<file path="src/rtl/mem_port_arbiter.sv">
// rtl/mem_port_arbiter.sv - two-port arbiter in front of a single-port fixed-latency memory
//
// Purpose:
//   Shares one single-port memory between the instruction-fetch port
//   (read-only) and the data port (load/store). Each access runs
//   IDLE -> ISSUE -> (WAIT) -> RESP. Ties alternate between the ports.
//   Read data reaches a port only in that port's response cycle.
//
// Ports:
//   clk, rst_n                 clock (rising edge), synchronous active-low reset
//   i_req, i_addr              instruction read request / address (held until i_ready)
//   i_ready, i_rdata           instruction completion pulse / gated read data
//   d_req, d_we, d_addr,
//   d_wdata                    data request, 1=store, address, store data
//   d_ready, d_rdata           data completion pulse / gated load data
//   mem_addr, mem_wdata        memory address / write data (hold latched values)
//   mem_re, mem_we             one-cycle memory read / write strobes
//   mem_rdata                  memory read data, valid MEM_LAT cycles after mem_re
//   busy                       high whenever the arbiter is not idle

module mem_port_arbiter #(
  parameter int ADDR_W  = 32,
  parameter int DATA_W  = 32,
  parameter int MEM_LAT = 2
) (
  input  logic              clk,
  input  logic              rst_n,
  input  logic              i_req,
  input  logic [ADDR_W-1:0] i_addr,
  output logic              i_ready,
  output logic [DATA_W-1:0] i_rdata,
  input  logic              d_req,
  input  logic              d_we,
  input  logic [ADDR_W-1:0] d_addr,
  input  logic [DATA_W-1:0] d_wdata,
  output logic              d_ready,
  output logic [DATA_W-1:0] d_rdata,
  output logic [ADDR_W-1:0] mem_addr,
  output logic [DATA_W-1:0] mem_wdata,
  output logic              mem_re,
  output logic              mem_we,
  input  logic [DATA_W-1:0] mem_rdata,
  output logic              busy
);

  // The counter only has to hold MEM_LAT-1.
  localparam int CNT_W   = (MEM_LAT > 1) ? $clog2(MEM_LAT) : 1;
  localparam bit LAT_ONE = (MEM_LAT == 1);

  localparam logic PORT_I = 1'b0;
  localparam logic PORT_D = 1'b1;

  typedef enum logic [1:0] {
    S_IDLE  = 2'd0,
    S_ISSUE = 2'd1,
    S_WAIT  = 2'd2,
    S_RESP  = 2'd3
  } state_t;

  state_t            r_state;
  logic [CNT_W-1:0]  r_cnt;
  logic              r_port;
  logic              r_last_grant;
  logic              r_we;
  logic [ADDR_W-1:0] r_addr;
  logic [DATA_W-1:0] r_wdata;
  logic              r_mem_re;
  logic              r_mem_we;
  logic              r_i_ready;
  logic              r_d_ready;
  logic              r_busy;

  // D wins when it is alone, or on a tie when I had the previous grant.
  logic w_grant_d;
  logic w_any_req;
  logic w_new_we;

  assign w_any_req = i_req | d_req;
  assign w_grant_d = d_req & (~i_req | (r_last_grant == PORT_I));
  assign w_new_we  = w_grant_d & d_we;

  always_ff @(posedge clk) begin
    if (!rst_n) begin
      r_state      <= S_IDLE;
      r_cnt        <= '0;
      r_port       <= PORT_I;
      r_last_grant <= PORT_I;
      r_we         <= 1'b0;
      r_addr       <= '0;
      r_wdata      <= '0;
      r_mem_re     <= 1'b0;
      r_mem_we     <= 1'b0;
      r_i_ready    <= 1'b0;
      r_d_ready    <= 1'b0;
      r_busy       <= 1'b0;
    end else begin
      // Strobes and ready pulses are single-cycle unless set below.
      r_mem_re  <= 1'b0;
      r_mem_we  <= 1'b0;
      r_i_ready <= 1'b0;
      r_d_ready <= 1'b0;
      case (r_state)
        S_IDLE: begin
          if (w_any_req) begin
            r_port       <= w_grant_d;
            r_last_grant <= w_grant_d;
            r_addr       <= w_grant_d ? d_addr : i_addr;
            r_we         <= w_new_we;
            r_wdata      <= w_grant_d ? d_wdata : '0;
            r_mem_re     <= ~w_new_we;
            r_mem_we     <= w_new_we;
            r_busy       <= 1'b1;
            r_state      <= S_ISSUE;
          end
        end
        S_ISSUE: begin
          if (r_we || LAT_ONE) begin
            r_i_ready <= (r_port == PORT_I);
            r_d_ready <= (r_port == PORT_D);
            r_state   <= S_RESP;
          end else begin
            r_cnt   <= CNT_W'(MEM_LAT - 1);
            r_state <= S_WAIT;
          end
        end
        S_WAIT: begin
          if (r_cnt == CNT_W'(1)) begin
            r_i_ready <= (r_port == PORT_I);
            r_d_ready <= (r_port == PORT_D);
            r_state   <= S_RESP;
          end else begin
            r_cnt <= r_cnt - CNT_W'(1);
          end
        end
        S_RESP: begin
          r_busy  <= 1'b0;
          r_state <= S_IDLE;
        end
        default: begin
          r_busy  <= 1'b0;
          r_state <= S_IDLE;
        end
      endcase
    end
  end

  assign mem_addr  = r_addr;
  assign mem_wdata = r_wdata;
  assign mem_re    = r_mem_re;
  assign mem_we    = r_mem_we;
  assign i_ready   = r_i_ready;
  assign d_ready   = r_d_ready;
  assign busy      = r_busy;

  // Memory data passes through only during the owning port's load response.
  assign i_rdata = (r_i_ready && !r_we) ? mem_rdata : '0;
  assign d_rdata = (r_d_ready && !r_we) ? mem_rdata : '0;

endmodule

</file>
<file path="config.mk">
export PLATFORM = sky130hd
export DESIGN_NAME = mem_port_arbiter
export DESIGN_NICKNAME = d
export VERILOG_FILES = /design/src/rtl/mem_port_arbiter.sv
export SDC_FILE = /design/constraint.sdc
export NUM_CORES = 1
export LEC_CHECK = 0
export ABC_AREA = 1
export CORE_AREA = 2 2 104 106
export CTS_BUF_LIST = sky130_fd_sc_hd__clkbuf_8
export CTS_CLUSTER_SIZE = 24
export DETAILED_ROUTE_END_ITERATION = 16
export DIE_AREA = 0 0 106 108
export MAX_ROUTING_LAYER = met4
export PLACE_DENSITY = 0.9
export SLEW_MARGIN = 25
export SYNTH_ARGS = -nofsm -noshare
export SYNTH_HDL_FRONTEND = slang
export SYNTH_SLANG_ARGS = --single-unit
</file>
<file path="constraint.sdc">
create_clock -name clk -period 3.8 [get_ports clk]
set_input_delay 0.76 -clock clk [delete_from_list [all_inputs] [get_ports clk]]
set_output_delay 0.76 -clock clk [all_outputs]
set_load 0.02 [all_outputs]
</file>
; ---- Word-level counts from Yosys, hierarchy flattened
; Cells that the tools add are included.
[op_classes]
addsub = 1
n_mux = 19
n_reduce_logical = 11
n_eq_ne = 6
bitwise_logic = 7
[ops]
columns = operator, n
row1 = $mux W32, 4
row2 = $mux W1, 8
row3 = $pmux W1 S2, 4
row4 = $pmux W2 S4, 1
row5 = $reduce_and A2 Y1, 4
row6 = $ne A2 B2 Y1 const B, 3
row7 = $eq A2 B2 Y1 const B, 2
row8 = $mux W2, 2
row9 = $reduce_bool A2 Y1, 2
row10 = $not A1 Y1, 3
row11 = $reduce_and A3 Y1, 1
row12 = $and A1 B1 Y1, 2
row13 = $eq A2 B1 Y1 const B, 1
row14 = $logic_and A1 B1 Y1, 2
row15 = $logic_not A2 Y1, 1
row16 = $or A1 B1 Y1, 2
row17 = $logic_not A1 Y1, 1
row18 = $sub A1 B1 Y1 const B, 1
[word_totals]
out_inout_bits = 133
register_bits = 74

; ---- Depth between registers and ports, before layout
; Gate-level depths: netlist of the first run.
[logic_depth]
depth_word = 5
mapped_depth = 9
depth_no_buf = 8

; ---- Worst setup path after synthesis of the first run
; OpenSTA, ideal clock, no wires.
[synth_path]
kind = input port to output port
from = in mem_rdata[0]
to = out d_rdata[0]
arrival_time_ns = 1.085
path_slack_ns = 1.955
path_buffers = 0
cell_stages = 2
path_cell_list = inv_1 -> nor2_1
[synth_between]
elab_chain_len = 1
[synth_lines]
columns = item, line
row1 = "start, declared", 42  ; input logic [DATA_W-1:0] mem_rdata,
row2 = $mux W32, 157  ; assign d_rdata = (r_d_ready && !r_we) ? mem_rdata : '0;
row3 = "end, declared", 37  ; output logic [DATA_W-1:0] d_rdata,
; Every way passes these cells.

; ---- Final worst setup path of the first run
[layout_path]
from = reg r_we
to = out d_rdata[12]
[layout_between]
elab_chain_len = 3
[layout_lines]
columns = item, line
row1 = "start, declared", 64  ; logic r_we;
row2 = "start signal, assigned", 108  ; r_we <= w_new_we;
row3 = $logic_not A1 Y1, 157
row4 = $logic_and A1 B1 Y1, 157
row5 = $mux W32, 157
; Every way passes these cells.

==> results of run 1 <==
[per-layer routing]
metal	vias up	global-route usage (%)	routed length [um]	share of wire, %
met5	-	-	0	0
met4	0	6.95	263	2.2
met3	24	5.36	794	6.7
met2	170	34.4	5690	48
met1	1767	23.6	5060	43
li1	2081	-	-	-
[cell families after synthesis]
family                   Yosys count  share of synthesized area [%]
adder cells (fa/ha/maj)            5                           1.71
buffers and inverters            116                           14.6
AO/OA/AOI/OAI                     42                           6.82
flip-flops                        74                           40.6
AND/OR/NAND/NOR                  298                           36.2
[placed cells by master, fill, tap and decap left out, types with 6 or more instances in the layout]
cell type	netlist	final
nand2_1	139	139
inv_1	89	89
nand3_1	9	9
or2_1	20	20
clkbuf_8	0	10
nand3_2	11	11
clkdlybuf4s50_1	0	265
o21ai_2	10	10
nor2_1	94	94
or2_2	7	7
o21ai_0	6	6
dfxtp_1	74	74
nor2_2	8	8
o21ai_1	20	20
[per-stage QoR]
step	instance area [um^2]	util [%]
floorplan	3650	-
CTS	6500	63.5
global placement	6320	61.7
detailed placement	6320	61.7
finish	6500	63.5
global route	6500	63.5
[power breakdown]
part           switching (mW)  internal, mW  total, mW  leakage, nW
clock network           0.302         0.255      0.557       0.0882
logic                   0.779         0.629       1.41         2.26
registers               0.107         0.973       1.08        0.608
[worst max-delay path by stage]
stage,to,slack [ns],depth (start not counted)
floorplan,d_rdata[0],1.96,2
finish,d_rdata[12],0.72,5
detailed placement,d_rdata[1],0.96,4
CTS,d_rdata[12],0.66,5
global placement,d_rdata[1],0.94,4
global route,d_rdata[11],0.52,5
[worst max-delay path, delay by kind of cell (launching register included)]
family	cells	cell delay [ns]
and+or+nand+nor	2	0.54
DFF	1	0.33
buffers and inverters	3	1.11
[area by class of cell]
class / instances / area, um^2 / share of cell area [%]
clock buffer: 10 / 138 / 2.12
inverter: 93 / 357 / 5.49
tap: 136 / 170 / 2.62
sequential: 74 / 1480 / 22.8
multi-input combinational: 345 / 1630 / 25.1
clock inverter: 6 / 42.5 / 0.655
timing repair buffer: 268 / 2680 / 41.2
==> impl_metrics.py, run 1 <==
metrics = {
    "setup_path": {
        "cp_slowest_stage_delay_ns": 0.62,
        "crit_required_ns": 3.04,
        "startpoint": "r_we",
        "timing.rr.start": "r_state[0]",
        "r2r_cells": 4,
        "cp_slowest_cell": "clkdlybuf4s50_1",
        "crit_fanout": 21,
        "cp_cell_sequence": "inv_1 > nand2_1 > buf_4 > nor2_1 > clkdlybuf4s50_1",
        "end_kind": "output port",
        "reg2reg_to": "mem_wdata[12]",
        "critical_path_arrival_ns": 2.32,
        "reg2reg_slack_ns": 1.85,
        "worstSetupPathType": "flip-flop to output port",
        "setup.worst_path.start_class": "flip-flop",
    },
    "yosys": {
        "synth_top_area_cell": "dfxtp_1",
        "synth_top_cells_by_count": "nand2_1, nor2_1, inv_1",
        "ys_ff_latch": 74,
        "yosysMostFrequentCell": "nand2_1",
        "yosysUniqueCellTypes": 28,
        "syn_area_um2": 3650,
        "yosys_most_used_dff": "dfxtp_1",
        "synth.avg_cell_area_um2": 6.82,
        "ys_async_sr_fraction_pct": 0,
        "yosysTopAreaCellShare_pct": 40.6,
        "syn_nets": 673,
        "synth_area_leaders": "dfxtp_1, nand2_1, nor2_1",
        "synth_edf_count": 0,
        "yosys_warnings": 0,
        "ys_seq_area_share_pct": 40.6,
        "synthCells": 535,
    },
    "drt": {
        "ant_nets": 0,
        "vias": 4042,
        "drt_iter0_drc": 304,
        "drt_wl_total_um": 11800,
        "first_pass_iters": 4,
        "avgRoutedWirePerCell_um": 12.7,
        "drc": 0,
        "routed_via_density": 4.34,
    },
    "timing": {
        "skew_ns": 0.0145,
        "relSlewSlack_pct": 50.3,
        "hold_slack_ns": 0.450,
        "setup_viol": 0,
        "worst_slew_pin_slew_ns": 0.745,
        "fin_crit_sh_pct": 81.1,
        "drv_slew": 0,
        "fin_setup_tns_ns": 0,
        "rsz0062_at_grt": "no",
        "hold_viol": 0,
        "fmax_mhz": 325,
        "period_needed_ns": 3.08,
        "fin_ws_ns": 0.718,
    },
    "grt": {
        "antenna_found_initial": 0,
        "grt_pass1_wl_um": 18100,
        "grt_pass1_vias": 3847,
        "grt.total_usage_pct": 20.4,
        "grt-ovfl-total": 0,
        "grt_max_degree": 65,
    },
    "die": {
        "rows": 37,
        "dieArea_um2": 11400,
        "die_h_um": 108,
        "io_pins": 266,
        "die_x_um": 106,
        "initial_core_util_pct": 35.7,
        "core-area_um2": 10200,
    },
    "power": {
        "power_mw": 3.04,
        "peakVddDrop_mv": 0.300,
        "power_leakage_nw": 2.96,
        "power_density_nw_per_um2": 469,
    },
    "final_layout": {
        "area_growth_pct": 78.1,
        "fillCellCount": 896,
        "drive_above_1_share_pct": 7.91,
        "nets": 929,
        "diodes": 0,
        "instances_no_fill": 932,
    },
    "hold_path": {
        "holdPathStages": 2,
        "whs_endpoint": "mem_addr[5]",
        "min_path_type": "flip-flop to flip-flop",
        "hold_start": "mem_addr[5]",
    },
    "clock_network": {
        "clk_pin_slew_ns": 0.08,
        "clock_path_buffers": 2,
        "cts_hold_buf": 0,
        "tritoncts": "yes",
        "clk_latency_ns": 0.34,
        "cts_resized": 0,
        "htreeDepth": 3,
        "numCtsBuffers": 9,
        "cts_root_buf": "clkbuf_8",
        "postCtsSetupBuffers": 0,
        "numClockSinks": 74,
    },
    "placed_design": {
        "dp_cells": 916,
        "dp_hpwl_um": 9110,
        "gp_congestion": 0.865,
        "port_buffers": 265,
        "dp_slack_ns": 0.961,
    },
    "job": {
        "max_cap_viol_count": 0,
    },
    "run_status": {
        "status": "complete, no violations",
    },
}
No activity file was read; power rests on OpenSTA's default activity.
==> run 2: changes to the inputs <==
--- a/config.mk
+++ b/config.mk
@@ -6,13 +6,13 @@
 export NUM_CORES = 1
 export LEC_CHECK = 0
 export ABC_AREA = 1
-export CORE_AREA = 2 2 104 106
+export CORE_ASPECT_RATIO = 0.9
+export CORE_UTILIZATION = 32
 export CTS_BUF_LIST = sky130_fd_sc_hd__clkbuf_8
 export CTS_CLUSTER_SIZE = 24
 export DETAILED_ROUTE_END_ITERATION = 16
-export DIE_AREA = 0 0 106 108
 export MAX_ROUTING_LAYER = met4
-export PLACE_DENSITY = 0.9
+export PLACE_DENSITY = 0.86
 export SLEW_MARGIN = 25
 export SYNTH_ARGS = -nofsm -noshare
 export SYNTH_HDL_FRONTEND = slang
==> constraint.sdc (replaced) <==
create_clock -name clk -period 2.7 [get_ports clk]
set_input_delay 0.54 -clock clk [delete_from_list [all_inputs] [get_ports clk]]
set_output_delay 0.54 -clock clk [all_outputs]
set_load 0.02 [all_outputs]
==> run 2 against run 1 <==
Effect of this change: register-to-register slack lost 0.85 ns; combinational power grew 42%; highest routed layer unchanged; largest power group unchanged; clock skew shrank 0.0065 ns; flip-flop and latch count is the same; die area grew 3.4%; largest cell class unchanged.
==> impl_metrics.py, run 2 (synthesis gave the netlist of run 1 again) <==
metrics = {
    "final_layout": {
        "final_common_cell": "clkdlybuf4s50_1",
        "final_util_pct": 60.0,
        "nets": 932,
        "diodes": 0,
        "area_growth_pct": 79.9,
        "mostFrequentLayoutCells": "clkdlybuf4s50_1, nand2_1, nor2_1, inv_1, dfxtp_1",
        "drive_above_1_share_pct": 8.14,
    },
    "timing": {
        "period_needed_ns": 2.46,
        "hold_slack_ns": 0.452,
        "rsz0062_at_grt": "no",
        "fin_setup_tns_ns": 0,
        "worst_slew_pin_slew_ns": 0.436,
        "skew_ns": 0.00791,
        "drv_slew": 0,
        "hold_viol": 0,
        "fin_crit_sh_pct": 91.3,
        "setup_viol": 0,
        "fmax_mhz": 406,
        "relSlewSlack_pct": 70.9,
    },
    "clock_network": {
        "cts_hold_buf": 0,
        "numClockSinks": 74,
        "tritoncts": "yes",
        "clk_latency_ns": 0.34,
        "postCtsSetupBuffers": 0,
        "clock_path_buffers": 2,
        "numCtsBuffers": 9,
        "clk_pin_slew_ns": 0.08,
        "cts_root_buf": "clkbuf_8",
        "htreeDepth": 3,
        "cts_resized": 0,
    },
    "die": {
        "dieArea_um2": 11800,
        "rows": 36,
        "io_pins": 266,
        "core-area_um2": 10900,
        "die_x_um": 115,
        "initial_core_util_pct": 33.3,
        "die_h_um": 103,
    },
    "setup_path": {
        "timing.rr.start": "r_state[0]",
        "cp_slowest_stage_delay_ns": 0.63,
        "startpoint": "r_we",
        "setup.worst_path.start_class": "flip-flop",
        "crit_fanout": 32,
        "worstSetupPathType": "flip-flop to output port",
        "reg2reg_slack_ns": 1.00,
        "critical_path_arrival_ns": 1.92,
        "cp_cell_sequence": "inv_1 > nand2_1 > buf_4 > nor2_1 > clkdlybuf4s50_1",
        "end_kind": "output port",
        "cp_slowest_cell": "clkdlybuf4s50_1",
        "crit_required_ns": 2.16,
    },
    "grt": {
        "grt_pass1_wl_um": 16400,
        "grt.total_usage_pct": 18.3,
        "antenna_found_initial": 0,
        "grt_pass1_vias": 3512,
        "grt_max_degree": 50,
        "grt-ovfl-total": 0,
    },
    "drt": {
        "avgRoutedWirePerCell_um": 11.6,
        "drt_iter0_drc": 152,
        "first_pass_iters": 4,
        "ant_nets": 0,
        "routed_via_density": 4.13,
        "drt_wl_total_um": 11000,
        "drc": 0,
        "vias": 3927,
    },
    "hold_path": {
        "min_path_type": "flip-flop to flip-flop",
        "hold_start": "mem_addr[28]",
    },
    "placed_design": {
        "port_buffers": 265,
        "dp_hpwl_um": 8570,
        "gp_congestion": 0.781,
    },
    "power": {
        "seqPwrFrac_pct": 34.8,
        "sw_frac_of_total_pct": 37.8,
        "power_leakage_nw": 2.98,
        "power.share.clock_pct": 19.2,
        "p_int_mw": 2.70,
        "power_frac_comb_pct": 46.0,
        "power_density_nw_per_um2": 662,
        "peakVddDrop_mv": 0.373,
        "p_switching_mw": 1.64,
    },
    "run_status": {
        "status": "complete, no violations",
    },
    "job": {
        "max_cap_viol_count": 0,
    },
}
-- run 2: cell count changes in the layout (fill, tap and decap cells not counted), sizes merged --
cell      previous run  this run
buf                  3         6
clkinv               5         2
inv                 92        94
bufinv               0         1
clkbuf              10         9
clkinvlp             2         3
-- run 2: layout make-up --
type | instances | area, um^2
clock buffers | 9 | 124
clock inverters | 7 | 70.1
fillers | 1007 | 4380
inverters | 93 | 357
multi-input cells | 345 | 1630
flip-flops and latches | 74 | 1480
well taps | 152 | 190
repair buffers | 271 | 2710
-- run 2: power by group through the flow --
stage	clock network [mW]	logic, mW	registers (mW)
after global placement	0	2.00	1.53
after detailed placement	0	2.01	1.54
final	0.836	2.00	1.51
after CTS	0.888	2.02	1.51
after floorplan	0	0.849	1.83
after global routing	0.940	2.16	1.55
-- run 2: final timing paths --
path / end / cells after the start
max: i_rdata[4] / 5
min reg2reg: mem_addr[28] / 2
max reg2reg: mem_addr[4] / 8
min: mem_addr[28] / 2
-- run 2: routing by layer --
metal	track usage [%]	part of all wire, %	up-vias
met2	30.8	47	145
met3	7.11	8.9	11
li1	-	-	2096
met5	-	0	-
met4	5.29	1.5	0
met1	20.3	43	1675
-- run 2: through the flow --
stage	area [um^2]	setup slack [ns]	std cells	power, mW
after global routing	6570	0.111	951	4.65
after detailed placement	6370	0.343	935	3.55
final	6570	0.235	951	4.35
after floorplan	3650	1.09	535	2.67
after CTS	6570	0.224	951	4.42
after global placement	6370	0.350	935	3.52
-- run 2: critical path: cells and delay by family, from the launching register on --
family / cells / cell delay (ns)
DFF: 1 / 0.34
buffers and inverters: 3 / 0.99
and+or+nand+nor: 2 / 0.26
